### src/rtl/uart_tx_arbiter.sv
// uart_tx_arbiter: round-robin sharing of one UART transmitter among N_REQ byte producers.
// The winner's byte is latched, strobed once, and the UART is held until TiP falls or the start times out.
module uart_tx_arbiter #(
    parameter int N_REQ         = 2,
    parameter int START_TIMEOUT = 16
) (
    input  logic                 clk,
    input  logic                 rst,
    input  logic [N_REQ-1:0]     I_REQ,
    input  logic [8*N_REQ-1:0]   I_DATA,
    output logic [N_REQ-1:0]     O_ACK,
    output logic [N_REQ-1:0]     O_GRANT,
    output logic [7:0]           U_DATA,
    output logic                 U_SEND,
    input  logic                 U_TIP,
    output logic                 O_BUSY,
    output logic                 O_TIMEOUT
);
    localparam int LW = $clog2(N_REQ);

    typedef enum logic [1:0] {IDLE, SEND, WAIT_START, WAIT_END} state_t;

    state_t           state, state_n;
    logic [LW-1:0]    last, last_n, win, idx;
    logic             hit;
    logic [7:0]       cnt, cnt_n, data_n;
    logic [N_REQ-1:0] grant_n, ack_n, win_oh;
    logic             send_n, tmo_n;

    // Search starts just past the last winner so every requester gets a turn.
    always_comb begin
        hit = 1'b0;
        win = last;
        idx = last;
        for (int k = 1; k <= N_REQ; k++) begin
            idx = LW'((int'(last) + k) % N_REQ);
            if (!hit && I_REQ[idx]) begin
                hit = 1'b1;
                win = idx;
            end
        end
    end

    assign win_oh = N_REQ'(1) << win;
    assign O_BUSY = state != IDLE;

    always_comb begin
        state_n = state;
        last_n  = last;
        data_n  = U_DATA;
        grant_n = O_GRANT;
        cnt_n   = cnt;
        send_n  = 1'b0;
        ack_n   = '0;
        tmo_n   = 1'b0;
        case (state)
            IDLE: if (hit) begin
                data_n  = I_DATA[8*win +: 8];
                grant_n = win_oh;
                ack_n   = win_oh;
                last_n  = win;
                send_n  = 1'b1;
                state_n = SEND;
            end
            SEND: begin
                cnt_n   = '0;
                state_n = WAIT_START;
            end
            WAIT_START: if (U_TIP) state_n = WAIT_END;
            else if (cnt == 8'(START_TIMEOUT - 1)) begin
                tmo_n   = 1'b1;
                grant_n = '0;
                cnt_n   = cnt + 8'd1;
                state_n = IDLE;
            end else cnt_n = cnt + 8'd1;
            WAIT_END: if (!U_TIP) begin
                grant_n = '0;
                state_n = IDLE;
            end
            default: state_n = IDLE;
        endcase
    end

    always_ff @(posedge clk) begin
        if (rst) begin
            state     <= IDLE;
            last      <= LW'(N_REQ - 1);
            U_DATA    <= 8'h00;
            O_GRANT   <= '0;
            O_ACK     <= '0;
            U_SEND    <= 1'b0;
            O_TIMEOUT <= 1'b0;
            cnt       <= '0;
        end else begin
            state     <= state_n;
            last      <= last_n;
            U_DATA    <= data_n;
            O_GRANT   <= grant_n;
            O_ACK     <= ack_n;
            U_SEND    <= send_n;
            O_TIMEOUT <= tmo_n;
            cnt       <= cnt_n;
        end
    end
endmodule

### config.mk
export PLATFORM = sky130hd
export DESIGN_NAME = uart_tx_arbiter
export DESIGN_NICKNAME = d
export VERILOG_FILES = /design/src/rtl/uart_tx_arbiter.sv
export SDC_FILE = /design/constraint.sdc
export NUM_CORES = 1
export LEC_CHECK = 0
export CORE_MARGIN = 2
export CORE_UTILIZATION = 46
export DETAILED_ROUTE_END_ITERATION = 10
export PLACE_DENSITY = 0.88
export SLEW_MARGIN = 20
export SYNTH_ARGS = -nofsm -noshare
export SYNTH_HDL_FRONTEND = slang
export SYNTH_SLANG_ARGS = --single-unit
### constraint.sdc
create_clock -name clk -period 2.3 [get_ports clk]
set_input_delay 0.46 -clock clk [delete_from_list [all_inputs] [get_ports clk]]
set_output_delay 0.46 -clock clk [all_outputs]
set_load 0.01 [all_outputs]
# After elaboration in Yosys (flattened, before gate mapping)
# Index checks and enable logic that the tools add are counted.
# Widths: inputs -> output; s select.
[word_totals] latch_bits=0 reg_bits=25 wordCells=60 output_inout_bits=15 mem_bits_ro=0 ram_bits=0 in_bits=21 mem_count=0
[classes] shift=2 magnitude_cmp=2 addsub=3 div=0 n_eq_ne=9 mux=20 bitwise=3 reduce_logical=13 n_mul=0
[op_table] op="$pmux 8 s2" count=1
[op_table] op="$shiftx 16x5->8" count=1
[op_table] op="$mux 2" count=6
[op_table] op="$mux 1" count=10
[op_table] op="$add 8x1->8 const B" count=1
[op_table] op="$eq 8x4->1 const B" count=1
[op_table] op="$mux 8" count=1
[op_table] op="$ne 2x2->1 const B" count=4
[op_table] op="$pmux 2 s4" count=1
[op_table] op="$pmux 2 s3" count=1
[op_table] op="$reduce_or 3->1" count=2
[op_table] op="$reduce_and 5->1" count=1
[op_table] op="$eq 2x2->1 const B" count=2
[op_table] op="$lt 1x2->1 const B" count=2
[op_table] op="$reduce_and 2->1" count=2
[op_table] op="$reduce_bool 2->1" count=2
[op_table] op="$ne 3x3->1 const B" count=1
[op_table] op="$not 1->1" count=3
[op_table] op="$reduce_and 3->1" count=1
[op_table] op="$reduce_bool 3->1" count=1
[op_table] op="$add 1x1->1 const B" count=2
[op_table] op="$eq 2x1->1 const B" count=1
[op_table] op="$logic_not 2->1" count=1
[op_table] op="$reduce_or 2->1" count=1
[op_table] op="3 further kinds" count=3

# Logic depth before layout (Yosys ltp)
[logic_depth] word_depth=10 depth_mapped=8 ltp_nobuf=7

# Worst setup path before layout
# Ideal clock, no wire load.
[synth_path] path_kind="register to register" start="reg state[0]" end="reg O_GRANT[0]" setup_ps=116 period_less_slack_ps=1756 setup_slack_ps=544 arrival_ps=1640 stages_incl_launch_ff=7 cell_sequence="dfxtp_1 > inv_1 > ha_1 > or2_2 > a21oi_1 > a21oi_1 > a41o_1"
[synth_between] elab_chain_len=3
[synth_lines] item="start, declared" line_no="23" rtl="state_t state, state_n;"
[synth_lines] item="start signal, assigned" line_no="95" rtl="state <= state_n;"
[synth_lines] item="$eq 2x2->1 or $logic_not 2->1 (tied branches)" line_no="56" rtl="case (state)"
[synth_lines] item="$ne 2x2->1 (no line) or $reduce_bool 3->1 (tied branches)"
[synth_lines] item="$reduce_and 5->1 (no line)"
[synth_lines] item="end signal, assigned" line_no="98" rtl="O_GRANT <= grant_n;"
[synth_lines] item="end, declared" line_no="12" rtl="output logic [N_REQ-1:0] O_GRANT,"
# Several ways; a longest one is shown, not always the timed one.
# A chain may end at the register's enable or synchronous reset.

# Worst setup path in the final report
[layout_path] start="reg state[0]" end="out O_BUSY"
[layout_between] elab_chain_len=1
[layout_lines] item="$reduce_bool 2->1" line_no="45" rtl="assign O_BUSY = state != IDLE;"
[layout_lines] item="end, declared" line_no="16" rtl="output logic O_BUSY,"
# Every way passes these cells.

==> key figures <==
Clock tree
  • Clock buffer depth: 2
  • Post-CTS Hold Buffers: 0
  • CTS buffer count: 3
  • TritonCTS clock tree: built
  • Post_cts resized: 0
  • Worst skew pair latency: 310 ps
  • H-tree depth: 1
  • Clock root cell: clkbuf_4
  • Clock Sinks: 25
  • Worst-path clk slew: 140 ps
  • Postcts setup bufs: 0

STA
  • RSZ-0062 raised after global routing: no
  • Final Max Slew Viols: 0
  • Final setup fails: 0
  • Worst hold slack: 470 ps
  • Worst-Margin Slew: 450 ps
  • Final Cycle Share: 93.1%
  • Peak Freq: 467 MHz
  • Setup TNS Final: 0 ps
  • Max-slew headroom: 69.7%
  • Max Clock Skew: 6.47 ps
  • Final hold vios: 0
  • Post-layout min period: 2140 ps

Drt
  • Vias/cell: 5.41
  • 1st-iter DRT viols: 13
  • Detailed-route via count: 1082
  • Pre-antenna DRT Iters: 4
  • DRC viols: 0
  • WL per Instance: 13.5 um
  • Drt total wl: 2700 um
  • Final ANT Viol Nets: 0

Die
  • Cell Rows: 18
  • Die height: 55.3 um
  • Die Wd: 55.3 um
  • I/O Pins: 36
  • Die area: 0.00306 mm2
  • Core Box Area: 0.00248 mm2
  • Initial Util: 48.8%

Logic synthesis
  • Syn nets: 160
  • Synth cell count leaders: dfxtp_1 (25), nand2_1 (16), o21ai_0 (15)
  • Most frequent cell after synthesis: dfxtp_1
  • Mapped cell area: 0.00121 mm2
  • Synth Warn #: 0
  • Mean post-synth cell area: 9.10 um2
  • Synth Register Bits: 25
  • EDFF count, synth: 0
  • Cells after Synth: 133
  • Netlist cell types: 36
  • Main flop type after synthesis: dfxtp_1
  • Post-synth top area cell: dfxtp_1
  • Synth top area share: 41.4%
  • Async SR Flop Fraction: 0%
  • Register area share after synthesis: 41.4%
  • Synth area leaders: dfxtp_1 (41%), mux2i_1 (6.6%), ha_1 (6.2%)

Global route
  • First-pass GRT wire length: 4550 um
  • Total gr overflow: 0
  • Vias in the first global route: 1087
  • Largest net degree at the start of global routing: 14
  • Initial antenna violation count: 0
  • GRT Util Overall: 18.0%

Critical path
  • Critical path class: register to output pin
  • Crit end category: output pin
  • Slowest cell on the critical path: clkdlybuf4s50_1
  • Critical path arrival: 1680 ps
  • Crit Path Max Fanout: 4
  • CP startpoint kind: register
  • Critical Path Max Stage Delay: 530 ps
  • Crit-path cells: inv_1 -> ha_1 -> inv_1 -> clkdlybuf4s50_1
  • CP required: 1840 ps
  • R2R cell count: 6
  • CP most frequent cell: inv_1

Placed design
  • Dpl cell area: 0.00159 mm2
  • DP HPWL: 2100 um
  • RePlAce Congestion: 0.761
  • I/O Buffers: 35

Run
  • Maxcap violations: 0

Cells and area
  • Fin area: 0.00162 mm2
  • Layout Utilization: 65.4%
  • Antenna diode count: 0
  • Share of cells above drive strength 1: 7.65%
  • Final nets: 198
  • Area Growth Syn to Fin: 33.8%

Power
  • VDD IR max: 0.514 mV
  • Leak Pwr: 0.000646 uW
  • PwrDens: 716 mW/mm2
  • Overall power: 1160 uW

Status
  • Status: finished clean

Worst hold path
  • Hold Crit Depth: 2
  • Hold Crit Class: register to register
final cells by class:
class                      instances  area, um2
inverter                           8       30.0
tap                               30       37.5
timing repair buffer              38        373
multi-input combinational         95        652
clock buffer                       4       26.3
fill                             206        858
sequential                        25        500
where the power goes:
part	leakage, uW	total (uW)	switching, uW	internal (uW)
Clock	0.0000150	197	129	67.7
Sequential	0.000204	529	35.6	494
Combinational	0.000427	433	209	224
metal layers:
metal | part of all wire [%] | vias to the layer above | global-route usage [%]
met4 | 0.30 | 0 | 4.53
met2 | 50 | 29 | 32.3
met5 | 0 | - | 0
met1 | 44 | 507 | 21.3
li1 | - | 544 | -
met3 | 5.8 | 2 | 4.45
cell families (layout without fill, tap and decap cells):
family,after synthesis,in the layout,synth area share (%)
adder cells (fa/ha/maj),6,6,6.20
AO/OA/AOI/OAI,33,33,19.5
XOR/XNOR,3,3,2.17
buffers and inverters,13,50,4.76
flip-flops,25,25,41.4
multiplexers,8,8,6.62
AND/OR/NAND/NOR,45,45,19.3
cells in the final DEF (no fill, tap or decap), types with 2 or more instances in the layout:
master           instances
or4_1                    2
clkdlybuf4s50_1         35
o21ai_0                 14
mux2i_1                  8
clkbuf_4                 3
buf_4                    3
dfxtp_1                 25
inv_1                    8
nor3_1                   2
or2_2                    2
xor2_1                   3
a211o_1                  2
nand4b_1                 2
a21oi_1                  6
nor2_1                  11
o2111ai_1                2
ha_1                     6
nand2_1                 16
per-stage QoR:
step           setup WS [ps]  cells
2_1_floorplan            544    133
3_3_place_gp             207    196
3_5_place_dp             156    196
4_1_cts                  155    200
5_1_grt                 57.8    200
6_report                 158    200
registers in the layout, indices dropped and copies added, names as in the netlist:
| name | cells |
|---|---|
| O_ACK | 2 |
| last | 1 |
| O_GRANT | 2 |
| U_DATA | 8 |
| O_TIMEOUT | 1 |
| U_SEND | 1 |
| cnt | 8 |
| state | 2 |
worst max-delay path: cells and delay by family, from the launching register on:
kind                       cells  cell delay (ps)
DFF                            1              410
buffers and inverters          3              720
adders and majority gates      1              240
path summary, 6_finish.rpt:
| kind | from | to | slack (ps) |
|---|---|---|---|
| setup reg to reg | state[0] | cnt[7] | 310 |
| hold / removal | U_DATA[0] | U_DATA[0] | 470 |
| hold reg to reg | U_DATA[0] | U_DATA[0] | 470 |
| setup / recovery | state[0] | O_BUSY | 160 |
Power figures use the tool's default switching activity.
==> RTL change 1: new RTL, same flow settings <==
Register the output `O_TIMEOUT` once more, without a reset; this adds one clock of latency there. The other outputs are not delayed to match.
--- a/src/rtl/uart_tx_arbiter.sv
+++ b/src/rtl/uart_tx_arbiter.sv
@@ -19,6 +19,8 @@
     localparam int LW = $clog2(N_REQ);
 
     typedef enum logic [1:0] {IDLE, SEND, WAIT_START, WAIT_END} state_t;
+
+    logic O_TIMEOUT_s0;
 
     state_t           state, state_n;
     logic [LW-1:0]    last, last_n, win, idx;
@@ -89,7 +91,7 @@
             O_GRANT   <= '0;
             O_ACK     <= '0;
             U_SEND    <= 1'b0;
-            O_TIMEOUT <= 1'b0;
+            O_TIMEOUT_s0 <= 1'b0;
             cnt       <= '0;
         end else begin
             state     <= state_n;
@@ -98,9 +100,13 @@
             O_GRANT   <= grant_n;
             O_ACK     <= ack_n;
             U_SEND    <= send_n;
-            O_TIMEOUT <= tmo_n;
+            O_TIMEOUT_s0 <= tmo_n;
             cnt       <= cnt_n;
         end
     end
+    always_ff @(posedge clk) begin
+        O_TIMEOUT <= O_TIMEOUT_s0;
+    end
+
 endmodule
 
Check against the original RTL: same outputs for any inputs over 10 cycles, from zero or initial values and one cycle with rst high; that may be too few to reach the edited logic, so the function may still have changed.
==> RTL change 1 against the original RTL <==
- hold slack got worse by 0.13 ns
- power grew 5.2%
- cell count up 0.50%
- routed wire length is 0.70% lower
- first-iteration DRC count increased by 150%
- clock power rose by 21%
- area after synthesis rose by 1.7%
- design area grew 1.9%
- register-to-register slack got worse by 0.05 ns
- sequential cell count up 1
- setup slack barely moved
- via count hardly changed
==> RTL change 1: results (changes against the original RTL) <==
| Metric | Value |
|---|---|
| WHS Path Cells | 0 (-2) |
| R2R Path End | O_GRANT[0]$_SDFFE_PP0P_ |
| Pleak | 0.660 nW (+2.2%) |
| Slew @ Worst Pin | 0.487 ns (+0.0372 ns) |
| Post-route cell area | 1650 sq um (+1.9%) |
| Largest net degree at the start of global routing | 15 (+1) |
| Wirelength, routed | 2.68 mm (-0.70%) |
| First-pass GRT wire length | 4.82 mm (+5.9%) |
| Gp weighted congestion | 0.794 (+4.2%) |
| Status | complete, no violations |
| Worst Hold Path EP | O_TIMEOUT$_DFF_P_ |
| Share of cells above drive strength 1 | 8.19% (+0.54 points) |
| FF-to-FF setup slack | 0.26 ns (-0.05 ns) |
| Largest cells by area after synthesis | dfxtp_1, mux2i_1, ha_1, o21ai_0, nand2_1 |
| Mean cell area of the mapped netlist | 9.18 sq um (+0.90%) |
| Total number of vias | 1,081 (-0.092%) |
| Nets | 199 (+0.51%) |
| VDD IR max | 0.523 mV (+1.8%) |
| DP Worst Slack | 0.148 ns (-0.00760 ns) |
| Initial DRC Count | 32 (+19) |
| Clock latency on the worst-skew pair | 0.33 ns (+0.02 ns) |
| DP Wirelength | 2.05 mm (-2.2%) |
| Total global-route track usage | 19.4% (+1.4 points) |
| # fillers | 197 (-4.4%) |
| Synthesized net count | 161 (+0.63%) |
| Non-Filler Instances | 201 (+0.50%) |
-- RTL change 1: routing by layer --
metal,global-route usage [%],vias up,part of all wire (%)
met1,20.9,485,41
met4,10.5,0,2.8
met5,0,-,0
met2,34.0,41,48
li1,-,546,-
met3,5.58,9,8.2
-- RTL change 1: cells by family (layout without fill, tap and decap cells) --
kind of cell	after synthesis	count (layout)	share of synthesized area [%]
buffers and inverters	13	50	4.68
DFF	26	26	42.3
AOI/OAI and AO/OA	33	33	19.2
xor gates and xnor gates	3	3	2.14
muxes	8	8	6.51
adders and majority gates	6	6	6.10
and+or+nand+nor	45	45	19.0
-- RTL change 1: how the worst max path moves through the flow --
stage | cells past startpoint | slack (ns) | from | endpoint
finish | 4 | 0.16 | state[0]$_SDFFE_PP0P_ | O_BUSY
global route | 4 | 0.08 | state[0]$_SDFFE_PP0P_ | O_BUSY
CTS | 4 | 0.15 | state[0]$_SDFFE_PP0P_ | O_BUSY
detailed placement | 5 | 0.15 | U_TIP | cnt[7]$_SDFFE_PP0P_
global placement | 5 | 0.21 | U_TIP | cnt[7]$_SDFFE_PP0P_
floorplan | 6 | 0.54 | state[0]$_SDFFE_PP0P_ | O_GRANT[0]$_SDFFE_PP0P_
-- RTL change 1: area by class of cell --
cell class | instances | share of cell area (%)
well taps | 30 | 2.28
clock buffers | 4 | 2.20
repair buffers | 38 | 22.6
flip-flops and latches | 26 | 31.6
multi-input cells | 95 | 39.5
inverters | 8 | 1.82
-- RTL change 1: power breakdown --
group	switching (W)	internal [W]	leakage [nW]
Sequential	0.0000368	0.000511	0.213
Combinational	0.000210	0.000223	0.427
Clock	0.000141	0.0000971	0.0210
-- RTL change 1: worst max-delay path: cells and delay by family (launching register included) --
kind | cells | cell delay [ns]
fa+ha+maj | 1 | 0.24
buf+inv | 3 | 0.71
flops | 1 | 0.41
==> RTL change 2: new RTL, same settings <==
Without the edit above. `N_REQ`: 2 -> 4.
--- a/src/rtl/uart_tx_arbiter.sv
+++ b/src/rtl/uart_tx_arbiter.sv
@@ -1,7 +1,7 @@
 // uart_tx_arbiter: round-robin sharing of one UART transmitter among N_REQ byte producers.
 // The winner's byte is latched, strobed once, and the UART is held until TiP falls or the start times out.
 module uart_tx_arbiter #(
-    parameter int N_REQ         = 2,
+    parameter int N_REQ         = 4,
     parameter int START_TIMEOUT = 16
 ) (
     input  logic                 clk,
Ports: changed (resized I_DATA, I_REQ, O_ACK and O_GRANT); port bits go from 36 to 58. The function was not compared with the original's and may differ.
==> RTL change 2 against the original RTL <==
- sequential cell count is 5 higher
- largest power group is now combinational cells
- sequential share of layout area decreased by 5.3 points
- non-clock buffer count is 32 higher
- critical endpoint unchanged
- setup slack lost 0.055 ns
- cell count up 50%
- area after synthesis rose by 32%
- power is 63% higher
- routed wire length rose by 60%
- design area grew 45%
==> RTL change 2: results (changes against the original RTL) <==
| Metric | Value |
|---|---|
| Status | complete, no violations |
| WL per Instance | 14.5 um (+7.1%) |
| Pleak | 0.957 nW (+48%) |
| DP Worst Slack | -0.0233 ns (-0.179 ns) |
| First-pass GRT wire length | 7.16 mm (+58%) |
| Placed cell count | 291 (+48%) |
| Initial DRC Count | 71 (+58) |
| Drt pass-1 iters | 6 (+2) |
| Gp weighted congestion | 0.821 (+7.8%) |
| Sequential fraction of the synthesis area | 37.5% (-3.9 points) |
| Total global-route track usage | 23.0% (+5.0 points) |
| Synthesized net count | 228 (+43%) |
| R2R cell count | 7 (+1) |
| WHS | 0.502 ns (+0.0318 ns) |
| Synth Area in Adders | 4.69% (-1.5 points) |
| WP data arrival | 1.74 ns (+0.06 ns) |
| Multiplexer share of the synthesized area | 5.00% (-1.6 points) |
| H-tree depth | 2 (+1) |
| Num CTS Buffers | 5 (+2) |
| Worst slew margin | 57.2% (-12 points) |
| Synth top cells by count | dfxtp_1, nor2_1, inv_1 |
| Clk slew on worst S/H paths | 0.09 ns (-0.05 ns) |
| Wirelength, routed | 4.33 mm (+60%) |
| Hold path startpoint | state[1]$_SDFFE_PP0P_ |
| Nets | 297 (+50%) |
| Vias per cell | 5.48 (+1.3%) |
[RTL change 2: logic make-up (layout without fill, tap and decap cells)]
logic type,Yosys count,in the layout
compound gates,52,52
xor+xnor,3,3
fa+ha+maj,6,6
mux,8,8
flops,30,30
simple gates,63,63
buf+inv,21,91
[RTL change 2: final cells by class]
| cell class | count | share of cell area, % |
|---|---|---|
| Sequential cell | 30 | 25.6 |
| Timing Repair Buffer | 70 | 28.5 |
| Clock inverter | 3 | 1.71 |
| Inverter | 13 | 2.08 |
| Clock buffer | 5 | 1.60 |
| Tap cell | 46 | 2.45 |
| Multi-Input combinational cell | 132 | 38.0 |
[RTL change 2: power by group]
group	internal, W	switching, W
combinational	0.000418	0.000400
sequential	0.000608	0.0000525
clock	0.000225	0.000183
total	0.00125	0.000635
[RTL change 2: per-layer routing]
layer	global-route usage, %	vias up	part of all wire [%]	wire (um)
li1	-	816	-	-
met4	11.1	0	1.8	79
met1	28.5	744	44	1910
met5	0	-	0	0
met3	4.86	9	6.2	270
met2	37.8	70	48	2070
[RTL change 2: worst max path at each step]
stage                     slack [ns]  cells past startpoint                endpoint
after floorplan                 0.48                      6  U_DATA[0]$_SDFFE_PP0P_
after global placement          0.05                      5  U_DATA[7]$_SDFFE_PP0P_
after detailed placement       -0.02                      8  U_DATA[5]$_SDFFE_PP0P_
after CTS                        0.1                      4                  O_BUSY
after global routing            0.01                      4                  O_BUSY
final                           0.10                      4                  O_BUSY
[RTL change 2: worst min-delay path: stages (launching register included)]
cell     delay [ns]
dfxtp_1        0.35
nand2_1        0.06
a21oi_1        0.05
